**config.mk**
```make
export PLATFORM = sky130hd
export DESIGN_NAME = rotation_slice_timer
export DESIGN_NICKNAME = d
export VERILOG_FILES = /design/src/rtl/spirose_pkg.sv /design/src/rtl/hall_debouncer.sv /design/src/rtl/rotation_slice_timer.sv
export SDC_FILE = /design/constraint.sdc
export NUM_CORES = 1
export LEC_CHECK = 0
export ABC_CLOCK_PERIOD_IN_PS = 5600
export CAP_MARGIN = 20
export CORE_AREA = 2 2 80 121
export DETAILED_ROUTE_END_ITERATION = 10
export DIE_AREA = 0 0 82 123
export MAX_ROUTING_LAYER = met4
export PLACE_DENSITY = 0.77
export SLEW_MARGIN = 0
export SYNTH_ARGS = -nofsm -noshare
export SYNTH_HDL_FRONTEND = slang
export SYNTH_SLANG_ARGS = --single-unit
```
**constraint.sdc**
```tcl
create_clock -name clk_33 -period 5.6 [get_ports clk_33]
set_input_delay 1.12 -clock clk_33 [delete_from_list [all_inputs] [get_ports clk_33]]
set_output_delay 1.12 -clock clk_33 [all_outputs]
set_load 0.01 [all_outputs]
```
**src/rtl/spirose_pkg.sv**
```systemverilog
// Shared types and timing constants for the rotor front end and column_mux.
// Slice periods below MIN_SLICE_CYCLES cannot fit a full column drive sweep.
package spirose_pkg;

   typedef enum logic [1:0] {
      IDLE    = 2'd0,
      ACQUIRE = 2'd1,
      RUN     = 2'd2
   } rot_state_t;

   localparam int unsigned COLUMN_DRIVE_CYCLES = 331;
   localparam int unsigned N_COLUMNS           = 8;
   localparam int unsigned MIN_SLICE_CYCLES    = COLUMN_DRIVE_CYCLES * N_COLUMNS;

endpackage

```
**src/rtl/hall_debouncer.sv**
```systemverilog
// Hall sensor conditioning: 2-FF synchronizer, stability filter, falling-edge pulse.
// Latency: rev_evt 2 + DEBOUNCE_CYCLES cycles after a hall_n fall (+/-1 sync phase).
// No backpressure: rev_evt is a free-running one-cycle pulse.
module hall_debouncer #(
   parameter int unsigned DEBOUNCE_CYCLES = 64
) (
   input  logic clk_33,
   input  logic nrst,
   input  logic hall_n,
   output logic rev_evt
);

   localparam int unsigned CW = (DEBOUNCE_CYCLES > 1) ? $clog2(DEBOUNCE_CYCLES) : 1;
   localparam logic [CW-1:0] CNT_LAST = CW'(DEBOUNCE_CYCLES - 1);

   logic          sync1_q, sync2_q;
   logic          level_q, level_d;
   logic [CW-1:0] cnt_q, cnt_d;
   logic          rev_q, rev_d;

   // Counter only runs while the synchronized input disagrees with the accepted level.
   always_comb begin
      level_d = level_q;
      cnt_d   = '0;
      if (sync2_q != level_q) begin
         if (cnt_q == CNT_LAST) begin
            level_d = sync2_q;
         end else begin
            cnt_d = cnt_q + CW'(1);
         end
      end
      rev_d = level_q & ~level_d;
   end

   always_ff @(posedge clk_33 or negedge nrst) begin
      if (!nrst) begin
         sync1_q <= 1'b1;
         sync2_q <= 1'b1;
         level_q <= 1'b1;
         cnt_q   <= '0;
         rev_q   <= 1'b0;
      end else begin
         sync1_q <= hall_n;
         sync2_q <= sync1_q;
         level_q <= level_d;
         cnt_q   <= cnt_d;
         rev_q   <= rev_d;
      end
   end

   assign rev_evt = rev_q;

endmodule

```
**src/rtl/rotation_slice_timer.sv**
```systemverilog
// Splits each rotor revolution into N_SLICES evenly spaced framebuffer_sync pulses.
// Latency: first sync one cycle after the accepting rev_evt; outputs registered.
// No backpressure: pulses free-run; overspeed or stall suppresses them.
module rotation_slice_timer #(
   parameter int unsigned N_SLICES         = 128,
   parameter int unsigned PERIOD_BITS      = 24,
   parameter int unsigned DEBOUNCE_CYCLES  = 64,
   parameter int unsigned MIN_SLICE_CYCLES = spirose_pkg::MIN_SLICE_CYCLES
) (
   input  logic                        clk_33,
   input  logic                        nrst,
   input  logic                        hall_n,
   output logic                        framebuffer_sync,
   output logic [$clog2(N_SLICES)-1:0] slice_idx,
   output logic                        running,
   output logic                        overspeed,
   output logic [PERIOD_BITS-1:0]      period
);

   import spirose_pkg::*;

   localparam int unsigned SB = $clog2(N_SLICES);
   localparam int unsigned TB = PERIOD_BITS - SB;
   localparam logic [SB-1:0] IDX_LAST = SB'(N_SLICES - 1);

   logic                   rev_evt;
   logic                   rev_sat;
   logic                   meas_ok;
   logic [PERIOD_BITS-1:0] meas;
   logic [TB-1:0]          slice_per;

   rot_state_t             state_q, state_d;
   logic [PERIOD_BITS-1:0] rev_cnt_q, rev_cnt_d;
   logic [PERIOD_BITS-1:0] period_q, period_d;
   logic [TB-1:0]          tmr_q, tmr_d;
   logic [SB-1:0]          idx_q, idx_d;
   logic                   sync_q, sync_d;
   logic                   ovs_q, ovs_d;

   hall_debouncer #(
      .DEBOUNCE_CYCLES(DEBOUNCE_CYCLES)
   ) u_hall_debouncer (
      .clk_33 (clk_33),
      .nrst   (nrst),
      .hall_n (hall_n),
      .rev_evt(rev_evt)
   );

   assign rev_sat   = &rev_cnt_q;
   assign meas      = rev_cnt_q + PERIOD_BITS'(1);
   assign slice_per = meas[PERIOD_BITS-1:SB];
   assign meas_ok   = 32'(slice_per) >= MIN_SLICE_CYCLES;

   always_comb begin
      rev_cnt_d = rev_evt ? '0 : (rev_sat ? rev_cnt_q : rev_cnt_q + PERIOD_BITS'(1));
      state_d   = state_q;
      period_d  = period_q;
      tmr_d     = tmr_q;
      idx_d     = idx_q;
      sync_d    = 1'b0;
      ovs_d     = ovs_q;
      case (state_q)
         IDLE: begin
            // No valid reference edge yet, so this event only starts a measurement.
            if (rev_evt) state_d = ACQUIRE;
         end
         ACQUIRE, RUN: begin
            if (rev_sat) begin
               state_d = IDLE;
               idx_d   = '0;
               tmr_d   = '0;
            end else if (rev_evt) begin
               idx_d = '0;
               if (meas_ok) begin
                  state_d  = RUN;
                  ovs_d    = 1'b0;
                  period_d = meas;
                  sync_d   = 1'b1;
                  tmr_d    = slice_per - TB'(1);
               end else begin
                  state_d = ACQUIRE;
                  ovs_d   = 1'b1;
                  tmr_d   = '0;
               end
            end else if (state_q == RUN) begin
               if (tmr_q != '0) begin
                  tmr_d = tmr_q - TB'(1);
               end else if (idx_q != IDX_LAST) begin
                  sync_d = 1'b1;
                  idx_d  = idx_q + SB'(1);
                  tmr_d  = period_q[PERIOD_BITS-1:SB] - TB'(1);
               end
            end
         end
         default: state_d = IDLE;
      endcase
   end

   always_ff @(posedge clk_33 or negedge nrst) begin
      if (!nrst) begin
         state_q   <= IDLE;
         rev_cnt_q <= '0;
         period_q  <= '0;
         tmr_q     <= '0;
         idx_q     <= '0;
         sync_q    <= 1'b0;
         ovs_q     <= 1'b0;
      end else begin
         state_q   <= state_d;
         rev_cnt_q <= rev_cnt_d;
         period_q  <= period_d;
         tmr_q     <= tmr_d;
         idx_q     <= idx_d;
         sync_q    <= sync_d;
         ovs_q     <= ovs_d;
      end
   end

   assign framebuffer_sync = sync_q;
   assign slice_idx        = idx_q;
   assign running          = (state_q == RUN);
   assign overspeed        = ovs_q;
   assign period           = period_q;

endmodule
```
==> impl_metrics.json, run 1 <==
{
  "crit_path_start_kind": "flop",
  "avgSynthCellArea_um2": 9.00,
  "first_iter_violations": 315,
  "crit_family": "simple AND/OR/NAND/NOR gates",
  "antenna_found_initial": 0,
  "mostFrequentLayoutCell": "dfrtp_1",
  "power.share.sequential_pct": 49.2,
  "routed_wirelength_um": 12200,
  "min_period_ns": 3.72,
  "grtUsageTotal_pct": 26.7,
  "relSlewSlack_pct": 35.5,
  "ff_latch_area_mm2": 0.00216,
  "multi_input_area_mm2": 0.00277,
  "holdWs_ns": 0.356,
  "port_buffers": 36,
  "grt-ovfl-total": 0,
  "fillCellCount": 740,
  "netlist_instances": 572,
  "wl_met2_um": 6350,
  "peakVddDrop_uv": 160,
  "tightest_slew_ns": 0.943,
  "dpl.hpwl_um": 8770,
  "p_sw_mw": 0.249,
  "path_max_fanout": 29,
  "synth_top_family_by_area": "simple AND/OR/NAND/NOR gates",
  "clock_latency_ns": 0.33,
  "synth_ff_type": "dfrtp_1",
  "power_leakage_nw": 2.50,
  "grt_pass1_vias": 4303,
  "syn_nets": 583,
  "cts_sinks": 86,
  "maxUsedRoutingLayer": "met4",
  "synth-xor-area-share_pct": 8.99,
  "max_freq_ghz": 0.269,
  "status": "complete, no violations",
  "grt_max_degree": 59,
  "yosysSeqAreaShare_pct": 41.9,
  "dieHeight_um": 123,
  "drive_gt1_share_pct": 8.15,
  "final_max_slew_viol_count": 0,
  "comb_power_share_pct": 1.4,
  "core_mm2": 0.00904,
  "cts-resized-gates": 0,
  "route.detailed.drc": 0,
  "hold_class": "reg2reg",
  "syn_to_final_growth_pct": 13.6,
  "tns_ns": 0,
  "dr_wl_met3_um": 475,
  "ctsLongestPathBuffers": 2,
  "drt_first_pass_iters": 5,
  "synth-seq-cells": 86,
  "mostFrequentLayoutCells": "83 x dfrtp_1, 66 x a21oi_1, 62 x nor2_1",
  "synth_area_leaders": "dfrtp_1 40%, a21oi_1 6.4%, xnor2_1 5.4%, nor2_1 4.5%, xor2_1 3.2%",
  "ff2ff_setup_slack_ns": 1.88,
  "synth_compound_area_share_pct": 20.5,
  "synth_fa_ha_area_share_pct": 1.94,
  "drt-met1-wl_um": 5000,
  "synth_enable_flop_cells": 0,
  "yosysTopAreaCellShare_pct": 40.4,
  "yosys_warnings": 0,
  "via_count": 4454,
  "gp_congestion": 0.940,
  "fin_skew_ns": 0.00536,
  "finalWorstSetupSlack_ns": 1.88,
  "worstPathArrival_ns": 3.95,
  "clkTransAtPathRegs_ns": 0.06,
  "required_ns": 5.82,
  "p_int_mw": 1.02,
  "crit_chain": "ha_1, and4_1, nand2_2, or4_4, xor2_2, and4_4, a41oi_4, buf_4, nand2_1, o21a_1",
  "yosys.area_share.simple_pct": 21.0,
  "die_area_mm2": 0.0101,
  "cts_root_buf": "clkbuf_16",
  "min_period_over_period_pct": 66.5,
  "clkPwrFrac_pct": 49.3,
  "cts_tree": "done",
  "dpl_worst_slack_ns": 1.91,
  "syn-cell-area_mm2": 0.00515,
  "cts_post_setup_buffers_inserted": 0,
  "initial_core_util_pct": 56.9,
  "rsz0062_at_grt": "no",
  "vias_per_cell": 6.25,
  "p_sw_share_pct": 19.6,
  "diodes": 0,
  "rows": 43,
  "cts_made_buffers": 9,
  "postRouteAntennaNets": 0,
  "final_hold_viol_count": 0,
  "async_flop_share_pct": 100,
  "max_stage_delay_ns": 0.74,
  "synth.distinct_cells": 66,
  "p_per_area_mw_per_mm2": 217,
  "grt_pass1_wl_um": 20200,
  "ios": 37,
  "cts.hold.buffers_added": 0,
  "critPathKind": "reg2reg",
  "h-tree-depth": 3,
  "critPathCaptureType": "flop",
  "wl_per_cell_um": 17.1,
  "path_buf_inv": 1,
  "fin_nets": 607,
  "synthMuxAreaShare_pct": 1.41,
  "die_w_um": 82,
  "crit_slowest_cell": "a41oi_4",
  "synth_top_area_cell": "dfrtp_1",
  "setup_viol": 0,
  "cap_violations": 0
}
-- kinds of logic (layout without fill, tap and decap cells) --
family,after synthesis,count (layout)
DFF,86,86
buffers and inverters,44,73
AOI/OAI and AO/OA,162,162
and+or+nand+nor,213,213
adders and majority gates,8,8
xor gates and xnor gates,52,52
muxes,7,7
-- cell usage after synthesis, drive strengths merged, types with 7 or more instances --
cell type	n
dfrtp	83
a21oi	76
nor2	62
nand2	43
xnor2	32
o21ai	25
xor2	20
nand3	18
buf	17
nand4	17
nor3	17
inv	14
clkbuf	12
nor4	11
a211oi	8
ha	8
and3	7
and4	7
o21a	7
or3	7
-- worst reg2reg max path: cells and delay by family, from the launching register on --
| kind | cells | cell delay [ns] |
|---|---|---|
| buf+inv | 1 | 0.41 |
| fa+ha+maj | 1 | 0.28 |
| compound gates | 2 | 0.87 |
| flops | 1 | 0.43 |
| simple gates | 5 | 1.42 |
| xor+xnor | 1 | 0.20 |
-- metrics by stage --
stage	util, %	power [mW]	instance area, µm²	cells
final	64.7	1.27	5850	713
after global routing	64.7	1.31	5850	713
after CTS	64.7	1.28	5850	713
after detailed placement	61.1	0.656	5530	697
after global placement	61.1	0.655	5530	697
after floorplan	-	0.641	5150	572
-- worst paths after layout --
| path | start | to | depth (start not counted) |
|---|---|---|---|
| hold / removal | u_hall_debouncer.sync1_q | u_hall_debouncer.sync2_q | 0 |
| hold reg to reg | u_hall_debouncer.sync1_q | u_hall_debouncer.sync2_q | 0 |
| setup / recovery | rev_cnt_q[0] | period[7] | 10 |
| max in group asynchronous | nrst | rev_cnt_q[9] | 2 |
| setup reg to reg | rev_cnt_q[0] | period[7] | 10 |
| min in group asynchronous | nrst | slice_idx[1] | 1 |
-- sequential cells by signal (all words and copies together), names as in the netlist --
register	count
framebuffer_sync	1
overspeed	1
period	24
rev_cnt_q	24
slice_idx	7
state_q	2
tmr_q	17
u_hall_debouncer.cnt_q	6
u_hall_debouncer.level_q	1
u_hall_debouncer.rev_evt	1
u_hall_debouncer.sync1_q	1
u_hall_debouncer.sync2_q	1
-- layout make-up --
type,instances,area share [%]
inverters,15,0.963
well taps,112,2.40
multi-input cells,442,47.4
clock inverters,2,0.642
clock buffers,14,4.86
repair buffers,42,6.89
flip-flops and latches,86,36.9
-- power by group through the flow --
stage	Sequential, mW	Clock, mW	Combinational (mW)
6_report	0.626	0.627	0.0180
4_1_cts	0.626	0.639	0.0190
2_1_floorplan	0.637	0	0.00354
5_1_grt	0.626	0.666	0.0217
3_3_place_gp	0.637	0	0.0180
3_5_place_dp	0.637	0	0.0190
-- per-layer routing --
metal  vias to the layer above  GRT usage [%]
met5                         -              -
li1                       2121              -
met1                      2170           31.7
met4                         0           11.7
met3                        37           4.23
met2                       126           44.3
Note: power is estimated with default switching activity, not from simulation.
==> run 2: changes to the inputs <==
--- a/config.mk
+++ b/config.mk
@@ -5,7 +5,7 @@
 export SDC_FILE = /design/constraint.sdc
 export NUM_CORES = 1
 export LEC_CHECK = 0
-export ABC_CLOCK_PERIOD_IN_PS = 5600
+export ABC_CLOCK_PERIOD_IN_PS = 3800
 export CAP_MARGIN = 20
 export CORE_AREA = 2 2 80 121
 export DETAILED_ROUTE_END_ITERATION = 10
==> constraint.sdc (replaced) <==
create_clock -name clk_33 -period 3.8 [get_ports clk_33]
set_input_delay 0.76 -clock clk_33 [delete_from_list [all_inputs] [get_ports clk_33]]
set_output_delay 0.76 -clock clk_33 [all_outputs]
set_load 0.01 [all_outputs]
==> run 2 against run 1 <==
Effect of this change:
- largest cell class unchanged
- clock-buffer cell count shrank 3
- critical path depth up 1
- via count up 3.1%
- total power is 51% higher
==> impl_metrics.json, run 2 (synthesis results as in run 1) <==
{
  "path_max_fanout": 27,
  "dpl.hpwl_um": 9240,
  "hold_class": "in2async",
  "rr_worst_depth": 11,
  "crit_chain": "ha_1, and4_1, nand2_2, or4_4, xor2_2, and4_4, a41oi_4, buf_12, nor2_1, buf_4, o21ai_0",
  "grt-ovfl-total": 0,
  "met2_usage_pct": 44.9,
  "crit_family": "simple AND/OR/NAND/NOR gates",
  "status": "complete, no violations",
  "grtUsageTotal_pct": 28.2,
  "h-tree-depth": 3,
  "path_buf_inv": 2,
  "diodes": 0,
  "max_freq_ghz": 0.291,
  "p_sw_mw": 0.386,
  "die_area_mm2": 0.0101,
  "grt-busiest-layer": "met2",
  "initial_core_util_pct": 56.9,
  "postRouteAntennaNets": 0,
  "routed_wirelength_um": 13000,
  "antenna_found_initial": 0,
  "mostFrequentLayoutCells": "83 x dfrtp_1, 66 x a21oi_1, 62 x nor2_1",
  "max_stage_delay_ns": 0.56,
  "syn_to_final_growth_pct": 15.6,
  "via_count": 4591,
  "holdWs_ns": 0.344,
  "min_period_over_period_pct": 90.4,
  "timing.rr.end": "tmr_q[16]",
  "fillCellCount": 762,
  "cts_root_buf": "clkbuf_16",
  "fin_nets": 615,
  "clkPwrFrac_pct": 50.6,
  "dieHeight_um": 123,
  "cts_made_buffers": 9,
  "clock_latency_ns": 0.35,
  "required_ns": 4.06,
  "cts_sinks": 86,
  "grt_pass1_vias": 4404,
  "p_sw_share_pct": 20.1,
  "drive_gt1_share_pct": 9.52,
  "first_iter_violations": 385,
  "ctsLongestPathBuffers": 2,
  "ff2ff_setup_slack_ns": 0.37,
  "relSlewSlack_pct": 51.4,
  "peakVddDrop_uv": 279,
  "gp_congestion": 0.958,
  "grt_max_degree": 87,
  "final_hold_viol_count": 0,
  "critPathLaunch": "rev_cnt_q[0]",
  "drt_first_pass_iters": 5,
  "ios": 37,
  "core_mm2": 0.00904,
  "setup_viol": 0,
  "critPathKind": "reg2reg",
  "p_int_mw": 1.54,
  "grt_pass1_wl_um": 21400,
  "critPathCaptureType": "flop",
  "mostFrequentLayoutCell": "dfrtp_1",
  "p_per_area_mw_per_mm2": 323,
  "die_w_um": 82,
  "power_leakage_nw": 2.55,
  "tns_ns": 0,
  "worstPathArrival_ns": 3.69,
  "cts.hold.buffers_added": 0,
  "wl_per_cell_um": 18.1,
  "vias_per_cell": 6.37,
  "cap_violations": 0,
  "final_max_slew_viol_count": 0,
  "port_buffers": 36,
  "comb_power_share_pct": 1.5,
  "gr-usage-met1_pct": 34.2,
  "rows": 43,
  "cts_post_setup_buffers_inserted": 0,
  "power.share.sequential_pct": 47.9,
  "fin_skew_ns": 0.00731,
  "rsz0062_at_grt": "no",
  "route.detailed.drc": 0,
  "tightest_slew_ns": 0.724,
  "grtUsageMet3_pct": 4.23,
  "crit_path_start_kind": "flop",
  "crit_slowest_cell": "or4_4",
  "clkTransAtPathRegs_ns": 0.07,
  "cts-resized-gates": 0,
  "min_period_ns": 3.43,
  "cts_tree": "done",
  "crit-reg2reg-launch": "rev_cnt_q[0]"
}
run 2: layout make-up:
cell class / instances / area, µm² / share of cell area [%]
well taps: 112 / 140 / 2.35
clock inverters: 5 / 81.3 / 1.37
repair buffers: 50 / 495 / 8.32
multi-input cells: 442 / 2770 / 46.5
clock buffers: 11 / 253 / 4.25
inverters: 15 / 56.3 / 0.946
flip-flops and latches: 86 / 2160 / 36.2
run 2: worst max-delay path by stage:
stage	to	slack (ns)	cells after the start
6_report	tmr_q[16]	0.37	11
5_1_grt	tmr_q[9]	0.11	11
4_1_cts	tmr_q[9]	0.36	11
3_5_place_dp	tmr_q[2]	0.34	11
3_3_place_gp	tmr_q[14]	0.50	11
2_1_floorplan	tmr_q[15]	0.83	11
run 2: per-stage QoR:
| stage | setup WS [ns] | total power [mW] | cells | cell area, µm² | utilization [%] |
|---|---|---|---|---|---|
| 2_1_floorplan | 0.830 | 0.944 | 572 | 5150 | - |
| 3_3_place_gp | 0.500 | 0.964 | 704 | 5590 | 61.8 |
| 3_5_place_dp | 0.341 | 0.967 | 704 | 5590 | 61.8 |
| 4_1_cts | 0.360 | 1.94 | 720 | 5920 | 65.5 |
| 5_1_grt | 0.114 | 1.98 | 721 | 5950 | 65.8 |
| 6_report | 0.365 | 1.93 | 721 | 5950 | 65.8 |
run 2: power groups by stage:
stage | sequential (mW) | clock [mW] | combinational (mW)
floorplan | 0.939 | 0 | 0.00522
global placement | 0.939 | 0 | 0.0252
detailed placement | 0.939 | 0 | 0.0272
CTS | 0.923 | 0.988 | 0.0269
global route | 0.923 | 1.02 | 0.0338
finish | 0.923 | 0.974 | 0.0292
run 2: routing by layer:
| layer | up-vias | routed length, µm | part of all wire, % |
|---|---|---|---|
| li1 | 2154 | - | - |
| met1 | 2220 | 5150 | 40 |
| met2 | 166 | 6650 | 51 |
| met3 | 51 | 636 | 4.9 |
| met4 | 0 | 594 | 4.6 |
| met5 | - | 0 | 0 |
